**config.mk**
```make
export PLATFORM = sky130hd
export DESIGN_NAME = rom_seq_ctrl
export DESIGN_NICKNAME = d
export VERILOG_FILES = /design/src/rtl/rom_seq_ctrl_pkg.sv /design/src/rtl/period_timer.sv /design/src/rtl/rom_seq_ctrl.sv
export SDC_FILE = /design/constraint.sdc
export NUM_CORES = 1
export LEC_CHECK = 0
export CORE_ASPECT_RATIO = 2
export CORE_MARGIN = 4
export CORE_UTILIZATION = 60
export DETAILED_ROUTE_END_ITERATION = 7
export DONT_BUFFER_PORTS = 1
export PLACE_DENSITY = 0.76
export SLEW_MARGIN = 30
export SYNTH_ARGS = -nofsm -noshare
export SYNTH_HDL_FRONTEND = slang
export SYNTH_SLANG_ARGS = --single-unit
```
**constraint.sdc**
```tcl
create_clock -name sys_clk -period 6.5 [get_ports sys_clk]
set_input_delay 1.95 -clock sys_clk [delete_from_list [all_inputs] [get_ports sys_clk]]
set_output_delay 1.95 -clock sys_clk [all_outputs]
set_load 0.1 [all_outputs]
```
**src/rtl/rom_seq_ctrl_pkg.sv**
```systemverilog
// Shared mode/direction encodings for the ROM address sequencer.
// Mode 2'b11 is reserved and decodes to wrap.
package rom_seq_ctrl_pkg;

  typedef enum logic [1:0] {
    MODE_WRAP    = 2'b00,
    MODE_PING    = 2'b01,
    MODE_ONESHOT = 2'b10,
    MODE_RSVD    = 2'b11
  } mode_e;

  localparam logic DIR_UP = 1'b0;
  localparam logic DIR_DN = 1'b1;

  function automatic mode_e decode_mode(input logic [1:0] m);
    case (m)
      2'b01:   return MODE_PING;
      2'b10:   return MODE_ONESHOT;
      default: return MODE_WRAP;
    endcase
  endfunction

endpackage

```
**src/rtl/period_timer.sv**
```systemverilog
// Free-running period counter: o_tick is a combinational 1-cycle strobe every CNT_MAX+1 enabled cycles.
// Zero latency from terminal count to tick; i_clr restarts the period and masks a coincident tick.
module period_timer #(
  parameter int unsigned          CNT_W   = 24,
  parameter logic [CNT_W-1:0]     CNT_MAX = CNT_W'(9_999_999)
) (
  input  logic i_clk,
  input  logic i_rst_n,
  input  logic i_en,
  input  logic i_clr,
  output logic o_tick
);

  logic [CNT_W-1:0] r_cnt;
  logic             w_at_max;

  assign w_at_max = (r_cnt == CNT_MAX);
  assign o_tick   = i_en & ~i_clr & w_at_max;

  always_ff @(posedge i_clk or negedge i_rst_n) begin
    if (!i_rst_n) begin
      r_cnt <= '0;
    end else if (i_clr) begin
      r_cnt <= '0;
    end else if (i_en) begin
      r_cnt <= w_at_max ? '0 : r_cnt + 1'b1;
    end
  end

endmodule

```
**src/rtl/rom_seq_ctrl.sv**
```systemverilog
// ROM address sequencer: timed/stepped advance in wrap, ping-pong or one-shot order.
// data/data_valid follow each advance by ROM_LAT+1 cycles; no backpressure, key flags are pulses.
module rom_seq_ctrl
  import rom_seq_ctrl_pkg::*;
#(
  parameter int          ADDR_W  = 8,
  parameter int          DEPTH   = 256,
  parameter int          DATA_W  = 8,
  parameter logic [23:0] CNT_MAX = 24'd9_999_999,
  parameter int          ROM_LAT = 1
) (
  input  logic              sys_clk,
  input  logic              sys_rst_n,
  input  logic              run_flag,
  input  logic              step_flag,
  input  logic              dir_flag,
  input  logic [1:0]        mode,
  input  logic [DATA_W-1:0] rom_q,
  output logic [ADDR_W-1:0] addr,
  output logic [DATA_W-1:0] data,
  output logic              data_valid,
  output logic              running,
  output logic              dir,
  output logic              done
);

  localparam logic [ADDR_W:0]   DEPTH_X = (ADDR_W+1)'(DEPTH);
  localparam logic [ADDR_W-1:0] LAST    = ADDR_W'(DEPTH - 1);
  localparam logic [ADDR_W-1:0] PREV    = ADDR_W'(DEPTH - 2);

  logic [ADDR_W-1:0] r_addr;
  logic [DATA_W-1:0] r_data;
  logic              r_dv;
  logic              r_run;
  logic              r_dir;
  logic              r_done;
  logic              r_boot;
  logic [ROM_LAT:0]  r_pipe;

  logic              w_run_tgl;
  logic              w_step;
  logic              w_tick;
  logic              w_adv;
  logic              w_dir_eff;
  logic              w_dir_nxt;
  logic              w_hold;
  logic [ADDR_W-1:0] w_addr_nxt;
  mode_e             w_mode;

  // run_flag is resolved before step_flag so a combined pulse pauses and steps at once.
  assign w_run_tgl = r_run ^ run_flag;
  assign w_step    = step_flag & ~w_run_tgl;
  assign w_adv     = w_tick | w_step;
  assign w_dir_eff = r_dir ^ dir_flag;
  assign w_mode    = decode_mode(mode);

  period_timer #(
    .CNT_W   (24),
    .CNT_MAX (CNT_MAX)
  ) u_timer (
    .i_clk   (sys_clk),
    .i_rst_n (sys_rst_n),
    .i_en    (r_run),
    .i_clr   (run_flag | w_step),
    .o_tick  (w_tick)
  );

  always_comb begin
    w_addr_nxt = r_addr;
    w_dir_nxt  = w_dir_eff;
    w_hold     = 1'b0;
    if (w_adv) begin
      if ({1'b0, r_addr} >= DEPTH_X) begin
        w_addr_nxt = '0;
      end else if (w_dir_eff == DIR_UP) begin
        if (r_addr != LAST) begin
          w_addr_nxt = r_addr + 1'b1;
        end else begin
          case (w_mode)
            MODE_PING:    begin w_addr_nxt = PREV; w_dir_nxt = DIR_DN; end
            MODE_ONESHOT: w_hold = 1'b1;
            default:      w_addr_nxt = '0;
          endcase
        end
      end else begin
        if (r_addr != '0) begin
          w_addr_nxt = r_addr - 1'b1;
        end else begin
          case (w_mode)
            MODE_PING:    begin w_addr_nxt = ADDR_W'(1); w_dir_nxt = DIR_UP; end
            MODE_ONESHOT: w_hold = 1'b1;
            default:      w_addr_nxt = LAST;
          endcase
        end
      end
    end
  end

  always_ff @(posedge sys_clk or negedge sys_rst_n) begin
    if (!sys_rst_n) begin
      r_addr <= '0;
      r_data <= '0;
      r_dv   <= 1'b0;
      r_run  <= 1'b1;
      r_dir  <= DIR_UP;
      r_done <= 1'b0;
      r_boot <= 1'b1;
      r_pipe <= '0;
    end else begin
      r_addr <= w_addr_nxt;
      r_dir  <= w_dir_nxt;
      r_run  <= w_hold ? 1'b0 : w_run_tgl;
      r_done <= w_hold;
      r_boot <= 1'b0;
      // r_boot injects one pseudo-advance so word 0 is displayed after reset.
      r_pipe <= {r_pipe[ROM_LAT-1:0], (w_adv & ~w_hold) | r_boot};
      r_dv   <= r_pipe[ROM_LAT];
      if (r_pipe[ROM_LAT]) begin
        r_data <= rom_q;
      end
    end
  end

  assign addr       = r_addr;
  assign data       = r_data;
  assign data_valid = r_dv;
  assign running    = r_run;
  assign dir        = r_dir;
  assign done       = r_done;

endmodule

```
==> results of run 1 <==
[metrics by stage]
stage          cell area (um2)  worst slack, ps  util, %
6_report                  3019             2965    65.66
5_1_grt                   3019             2780    65.66
4_1_cts                   3018             2971    65.63
3_5_place_dp              2897             2652    62.99
3_3_place_gp              2894             2736    62.94
2_1_floorplan             2858             2961        -
[worst max-delay path, delay by kind of cell]
family,cells,cell delay (ps)
simple gates,3,990
compound gates,2,250
buf+inv,2,250
fa+ha+maj,1,320
[logic make-up (layout without fill, tap and decap cells)]
family,after synthesis,after routing,synth area share (%)
AND/OR/NAND/NOR,125,125,25.61
AO/OA/AOI/OAI,61,61,15.10
flip-flops,47,47,41.24
XOR/XNOR,18,18,5.517
buffers and inverters,18,20,3.634
multiplexers,17,17,6.567
adder cells (fa/ha/maj),5,5,2.189
other,1,1,0.1312
[cells in the final DEF, fill, tap and decap left out, drive strengths merged, types with 4 or more instances in the layout]
cell | synthesis | layout
a21oi | 13 | 13
a22o | 4 | 4
a31oi | 9 | 9
buf | 7 | 7
clkbuf | 6 | 6
dfrtp | 45 | 45
ha | 5 | 5
inv | 5 | 6
mux2 | 11 | 11
mux2i | 6 | 6
nand2 | 22 | 22
nand3 | 15 | 15
nand4 | 13 | 13
nor2 | 26 | 26
nor3 | 12 | 12
nor4 | 5 | 5
o211ai | 5 | 5
o21ai | 13 | 13
or3 | 4 | 4
xnor2 | 6 | 6
xor2 | 12 | 12
[sequential cells by signal, indices dropped and copies added, names as in the netlist]
register / flops
u_timer.r_cnt: 24
addr: 8
data: 8
r_pipe: 2
data_valid: 1
dir: 1
done: 1
r_boot: 1
running: 1
[worst paths after layout]
kind	start	to
hold reg to reg	r_pipe[0]	r_pipe[1]
min in group asynchronous	sys_rst_n	addr[1]
max in group asynchronous	sys_rst_n	running
hold / removal	r_pipe[0]	r_pipe[1]
setup / recovery	run_flag	u_timer.r_cnt[12]
setup reg to reg	dir	addr[7]
[cell type report]
class | instances | area, um2
fill | 392 | 1579
multi-input combinational | 227 | 1575
sequential | 47 | 1182
clock buffer | 6 | 82.58
tap | 55 | 68.82
timing repair buffer | 7 | 52.55
clock inverter | 2 | 38.79
inverter | 5 | 18.77
[power breakdown]
part,leakage [uW],internal (uW),switching [uW],total (uW)
Sequential,0.000592,342,267,609
Combinational,0.000537,179,353,532
Clock,0.0000618,126,99.4,226
[routing by layer]
| metal | track usage (%) | part of all wire [%] | vias to the layer above |
|---|---|---|---|
| met2 | 42.88 | 56 | 101 |
| met1 | 23.66 | 34 | 1125 |
| met4 | 16.42 | 5.3 | 0 |
| li1 | - | - | 1076 |
| met5 | 0 | 0 | - |
| met3 | 3.922 | 4.6 | 34 |
==> qor.log, run 1 <==
qor: finish.drive_above_1_share 17.35%
qor: sta.tightestPinTransition 957.7 ps
qor: outcome.status complete, no violations
qor: clocking.cts.root.buffer_cell sky130_fd_sc_hd__clkbuf_8
qor: logic_synthesis.synth_edf_count 0
qor: logic_synthesis.yosys_warnings 0
qor: clocking.cts-buffers-inserted 5
qor: sta.timing.max_slew.rel_slack 36.16%
qor: logic_synthesis.postSynthAreaPerCell 9.787 um2
qor: route.drtPass1Iterations 4
qor: logic_synthesis.post_syn_nets 312
qor: clocking.numClockSinks 47
qor: worst_hold_path.worstHoldPathType reg2reg
qor: critical_path.worstPathArrival 3770 ps
qor: die.placement_rows 35
qor: logic_synthesis.synth_most_common_cell sky130_fd_sc_hd__dfrtp_1
qor: logic_synthesis.postSynth.asyncResetShare 100.0%
qor: placed_design.placed_cells_incl_taps 341
qor: logic_synthesis.ys_top_cells_by_count sky130_fd_sc_hd__dfrtp_1 (45), sky130_fd_sc_hd__nor2_1 (25), sky130_fd_sc_hd__nand2_1 (22), sky130_fd_sc_hd__nand3_1 (15)
qor: sta.fmax 282.9 MHz
qor: grt.grt_max_degree 48
qor: clocking.post_cts.resized_instances 0
qor: clocking.clock_latency 310 ps
qor: finish.finish.net_count 313
qor: sta.finalClockSkew 8.480 ps
qor: placed_design.gp_routability_congestion 0.9654
qor: route.routed_wirelength 6.534 mm
qor: worst_hold_path.min_delay_path_depth 0
qor: finish.syn2layout_area_growth 5.648%
qor: sta.timing_hold_violations_final 0
qor: logic_synthesis.synth_sequential_area_ratio 41.24%
qor: die.floorplan.io_pins 35
qor: clocking.ctsHoldBuffers 0
qor: critical_path.reg2reg_setup_slack 3700 ps
qor: critical_path.critical_path.cell_chain inv_1 -> ha_1 -> a211oi_1 -> buf_4 -> nor4_2 -> nand4_1 -> or2_2 -> a31oi_1
qor: logic_synthesis.postSynth.topFlopCell sky130_fd_sc_hd__dfrtp_1
qor: critical_path.worstRegToRegCells 5
qor: critical_path.startpoint_type primary input
qor: grt.grt_usage 23.73%
qor: finish.n_antenna_cell 0
qor: placed_design.placement.io_buffers 0
qor: placed_design.place_hpwl 4.987 mm
qor: critical_path.crit_path_max_incr_delay 490 ps
qor: route.detail_route.wl_per_cell 18.72 um
qor: sta.final_min_period_over_clock_period 54.39%
qor: critical_path.timing.setup.critical_path_class in2reg
qor: die.die-height 105.6 um
qor: power_and_ir_drop.vdd_ir_drop_max 0.3531 mV
qor: sta.fin_crit 3535 ps
qor: logic_synthesis.netlist.top_cell.by_area sky130_fd_sc_hd__dfrtp_1
qor: logic_synthesis.synth.distinct_cells 63
qor: sta.final_setup_violation_count 0
qor: critical_path.worstSetupEndpointType flip-flop
qor: sta.worst_hold_slack 362.4 ps
qor: logic_synthesis.synthDominantCellAreaShare 39.40%
qor: logic_synthesis.netlist_area_before_placement 2858 um2
qor: grt.grt_pass1_vias 2533
qor: grt.first_pass_grt_wire_length 11.32 mm
qor: grt.globalRoute.totalOverflow 0
qor: sta.setup_total_negative_slack 0 ps
qor: die.horiz_die_dim 56.80 um
qor: power_and_ir_drop.finalPower 1367 uW
qor: route.detail_route.vias_per_cell 6.693
qor: route.detail-route-antenna-nets 0
qor: route.via_count 2336
qor: power_and_ir_drop.leakage 0.001192 uW
qor: logic_synthesis.netlist_top_cells_area sky130_fd_sc_hd__dfrtp_1 (39%), sky130_fd_sc_hd__mux2_2 (3.9%), sky130_fd_sc_hd__xor2_1 (3.7%)
qor: critical_path.worst-endpoint-required 6730 ps
qor: route.detail_route.iter0.violations 99
qor: die.die-area 5998 um2
qor: sta.rsz_0062_raised_after_global_routing no
qor: critical_path.slowest_cell_on_the_critical_path sky130_fd_sc_hd__nor4_2
qor: job.max_cap_violations 0
qor: die.core 4598 um2
qor: clocking.post-cts-setup-buffer-count 0
qor: logic_synthesis.postSynthRegisterBits 47
qor: finish.finish.cell_count_without_fillers 349
qor: clocking.cts_max_path_buffers 2
qor: clocking.clock_tree_from_tritoncts yes
qor: power_and_ir_drop.power_per_cell_area 452.7 nW/um2
qor: clocking.clkTransAtPathRegs 90 ps
qor: sta.timing_max_transition_violations_final 0
qor: grt.antenna_found_initial 0
qor: clocking.ctsHtreeMaxLevel 2
qor: logic_synthesis.synthCells 292
qor: route.count_of_unresolved_drc_violations_after_routing 0
qor: critical_path.critPathMaxFanout 11
qor: die.initial_cell_density_of_the_core 62.15%
(Power assumes the default switching activity.)
==> inputs of run 2 (changes only) <==
Clock period 6.5 ns to 3.6 ns, I/O delays scaled along.
==> qor.log, run 2 (same netlist as run 1, synthesis figures left out) <==
qor: placed_design.placed_cells_incl_taps 349 [was 341]
qor: die.die-area 5998 um2 [unchanged]
qor: route.drtPass1Iterations 4 [unchanged]
qor: clocking.cts-buffers-inserted 5 [unchanged]
qor: critical_path.startpoint_type primary input [unchanged]
qor: critical_path.critPathMaxFanout 6 [was 11]
qor: clocking.clkTransAtPathRegs 90 ps [about the same]
qor: finish.final_area 3070 um2 [was 3019 um2]
qor: clocking.numClockSinks 47 [unchanged]
qor: route.detail_route.vias_per_cell 6.616 [was 6.693]
qor: placed_design.place_hpwl 5.107 mm [was 4.987 mm]
qor: finish.largest_register_by_flop_count u_timer.r_cnt [unchanged]
qor: clocking.post_cts.resized_instances 0 [unchanged]
qor: sta.timing.max_slew.rel_slack 39.10% [was 36.16%]
qor: grt.globalRoute.totalOverflow 0 [unchanged]
qor: outcome.status complete, no violations [unchanged]
qor: sta.rsz_0062_raised_after_global_routing no [unchanged]
qor: grt.grt_pass1_vias 2353 [was 2533]
qor: power_and_ir_drop.seq_power_share 34.6% [was 44.6%]
qor: power_and_ir_drop.share_clk_of_total_power 15.8% [was 16.5%]
qor: grt.first_pass_grt_wire_length 11.06 mm [was 11.32 mm]
qor: critical_path.critical_path.reg2reg.endpoint u_timer.r_cnt[14] [was addr[7]]
qor: critical_path.r2r_start u_timer.r_cnt[3] [was dir]
qor: finish.finish.net_count 321 [was 313]
qor: finish.finish.cell_count_without_fillers 357 [was 349]
qor: critical_path.worst-endpoint-required 3760 ps [was 6730 ps]
qor: critical_path.reg2reg_setup_slack 1150 ps [was 3700 ps]
qor: sta.setup_total_negative_slack 0 ps [unchanged]
qor: grt.grt.met2_usage 44.78% [was 42.88%]
qor: worst_hold_path.hold_start r_pipe[0] [unchanged]
qor: clocking.ctsHtreeMaxLevel 2 [unchanged]
qor: die.initial_cell_density_of_the_core 62.15% [unchanged]
qor: route.detail_route.iter0.violations 125 [was 99]
qor: die.die-height 105.6 um [unchanged]
qor: grt.groute.layer.met1.usage 23.11% [was 23.66%]
qor: route.detail-route-antenna-nets 0 [unchanged]
qor: grt.grt_usage 23.28% [was 23.73%]
qor: clocking.clock_tree_from_tritoncts yes [unchanged]
qor: sta.final_setup_violation_count 0 [unchanged]
qor: power_and_ir_drop.leakage 0.001231 uW [was 0.001192 uW]
qor: route.count_of_unresolved_drc_violations_after_routing 0 [unchanged]
qor: power_and_ir_drop.sw_frac_of_total 52.21% [was 52.66%]
qor: clocking.cts_max_path_buffers 2 [unchanged]
qor: route.routed_wirelength 6.772 mm [was 6.534 mm]
qor: sta.timing_hold_violations_final 0 [unchanged]
qor: clocking.clock_latency 300 ps [was 310 ps]
qor: grt.highest_utilization_routing_layer_at_the_global_route_stage met2 [unchanged]
qor: route.via_count 2362 [was 2336]
qor: sta.finalClockSkew 6.616 ps [was 8.480 ps]
qor: sta.tightestPinTransition 913.5 ps [was 957.7 ps]
qor: worst_hold_path.min_delay_path_depth 0 [unchanged]
qor: power_and_ir_drop.power_per_cell_area 819.2 nW/um2 [was 452.7 nW/um2]
qor: finish.final_cell_mix sky130_fd_sc_hd__dfrtp_1 (45), sky130_fd_sc_hd__nor2_1 (25), sky130_fd_sc_hd__nand2_1 (22), sky130_fd_sc_hd__nand3_1 (15), sky130_fd_sc_hd__buf_4 (15) [was sky130_fd_sc_hd__dfrtp_1 (42), sky130_fd_sc_hd__nor2_1 (25), sky130_fd_sc_hd__nand2_1 (22), sky130_fd_sc_hd__nand3_1 (15)]
qor: finish.syn2layout_area_growth 7.443% [was 5.648%]
qor: sta.fin_crit 2503 ps
qor: power_and_ir_drop.vdd_ir_drop_max 0.6802 mV [was 0.3531 mV]
qor: grt.met3_usage 2.941% [was 3.922%]
qor: worst_hold_path.whs_endpoint r_pipe[1] [unchanged]
qor: die.core 4598 um2 [unchanged]
qor: sta.worst_hold_slack 365.0 ps [was 362.4 ps]
qor: placed_design.placement.io_buffers 0 [unchanged]
qor: sta.final_min_period_over_clock_period 69.52%
qor: worst_hold_path.worstHoldPathType reg2reg [unchanged]
qor: critical_path.timing.setup.critical_path_class in2reg [unchanged]
qor: critical_path.worstSetupEndpointType flip-flop [unchanged]
qor: die.horiz_die_dim 56.80 um [unchanged]
qor: finish.largest_register_ffs 24 [unchanged]
qor: critical_path.worstPathArrival 2660 ps [was 3770 ps]
qor: route.detail_route.wl_per_cell 18.97 um [was 18.72 um]
qor: grt.grt_max_degree 48 [unchanged]
qor: power_and_ir_drop.comb_power_share 49.6% [was 38.9%]
qor: placed_design.placement.cell_area 2954 um2 [was 2897 um2]
qor: placed_design.minimum_setup_slack_after_placement 809.2 ps [was 2652 ps]
qor: clocking.post-cts-setup-buffer-count 0 [unchanged]
qor: critical_path.worstRegToRegCells 5 [unchanged]
qor: critical_path.crit_start run_flag [unchanged]
qor: sta.fmax 399.6 MHz
qor: die.placement_rows 35 [unchanged]
qor: power_and_ir_drop.power.switching 1313 uW [was 719.8 uW]
qor: grt.antenna_found_initial 0 [unchanged]
qor: placed_design.gp_routability_congestion 0.9748 [was 0.9654]
qor: finish.n_antenna_cell 0 [unchanged]
qor: sta.layout_setup_ws 1097 ps [was 2965 ps]
qor: clocking.cts.root.buffer_cell sky130_fd_sc_hd__clkbuf_8 [unchanged]
qor: clocking.ctsHoldBuffers 0 [unchanged]
qor: job.max_cap_violations 0 [unchanged]
qor: finish.drive_above_1_share 18.54% [was 17.35%]
qor: power_and_ir_drop.p_int 1202 uW [was 647.0 uW]
qor: sta.timing_max_transition_violations_final 0 [unchanged]
qor: finish.mostFrequentLayoutCell sky130_fd_sc_hd__dfrtp_1 [unchanged]
qor: die.floorplan.io_pins 35 [unchanged]
==> run 2: cell count changes in the layout (fill, tap and decap cells not counted) <==
cell,delta
sky130_fd_sc_hd__buf_4,+8
sky130_fd_sc_hd__clkbuf_8,-1
sky130_fd_sc_hd__clkinv_4,+1
sky130_fd_sc_hd__dfrtp_1,+3
sky130_fd_sc_hd__dfrtp_2,-3
==> run 2: worst max path at each step <==
| stage | endpoint | depth (start not counted) |
|---|---|---|
| floorplan | addr[1] | 8 |
| global placement | u_timer.r_cnt[12] | 7 |
| detailed placement | u_timer.r_cnt[12] | 7 |
| CTS | u_timer.r_cnt[12] | 7 |
| global route | u_timer.r_cnt[12] | 7 |
| finish | u_timer.r_cnt[15] | 7 |
==> run 2: per-stage QoR <==
stage	power [uW]	utilization [%]
floorplan	1869	-
global placement	2098	64.24
detailed placement	2118	64.24
CTS	2513	66.78
global route	2638	66.78
finish	2515	66.78
==> run 2: cell type report <==
cell class                      instances  area [um2]
Clock inverter                          3       47.55
Inverter                                5       18.77
Sequential cell                        47        1179
Tap cell                               55       68.82
Fill cell                             374        1528
Timing Repair Buffer                   15       112.6
Clock buffer                            5       68.82
Multi-Input combinational cell        227        1575
==> run 2: per-layer routing <==
metal  routed length [um]  part of all wire, %  vias to the layer above
met5                    0                    0                        -
met3                  314                  4.6                       24
met4                  214                  3.2                        0
met1                 2402                   35                     1139
met2                 3841                   57                       96
li1                     -                    -                     1103
==> run 2: power groups by stage <==
stage / Clock [uW] / Combinational (uW) / Sequential, uW
5_1_grt: 433 / 1320 / 883
6_report: 398 / 1250 / 871
2_1_floorplan: 0 / 613 / 1260
4_1_cts: 406 / 1240 / 869
3_5_place_dp: 0 / 1240 / 882
3_3_place_gp: 0 / 1220 / 876
==> run 2: critical path, cell delays in order <==
cell,delay (ps)
sky130_fd_sc_hd__inv_1,30
sky130_fd_sc_hd__ha_1,330
sky130_fd_sc_hd__a211oi_1,140
sky130_fd_sc_hd__nor4_2,680
sky130_fd_sc_hd__nand3_1,170
sky130_fd_sc_hd__xor2_1,170
sky130_fd_sc_hd__nor2_1,50
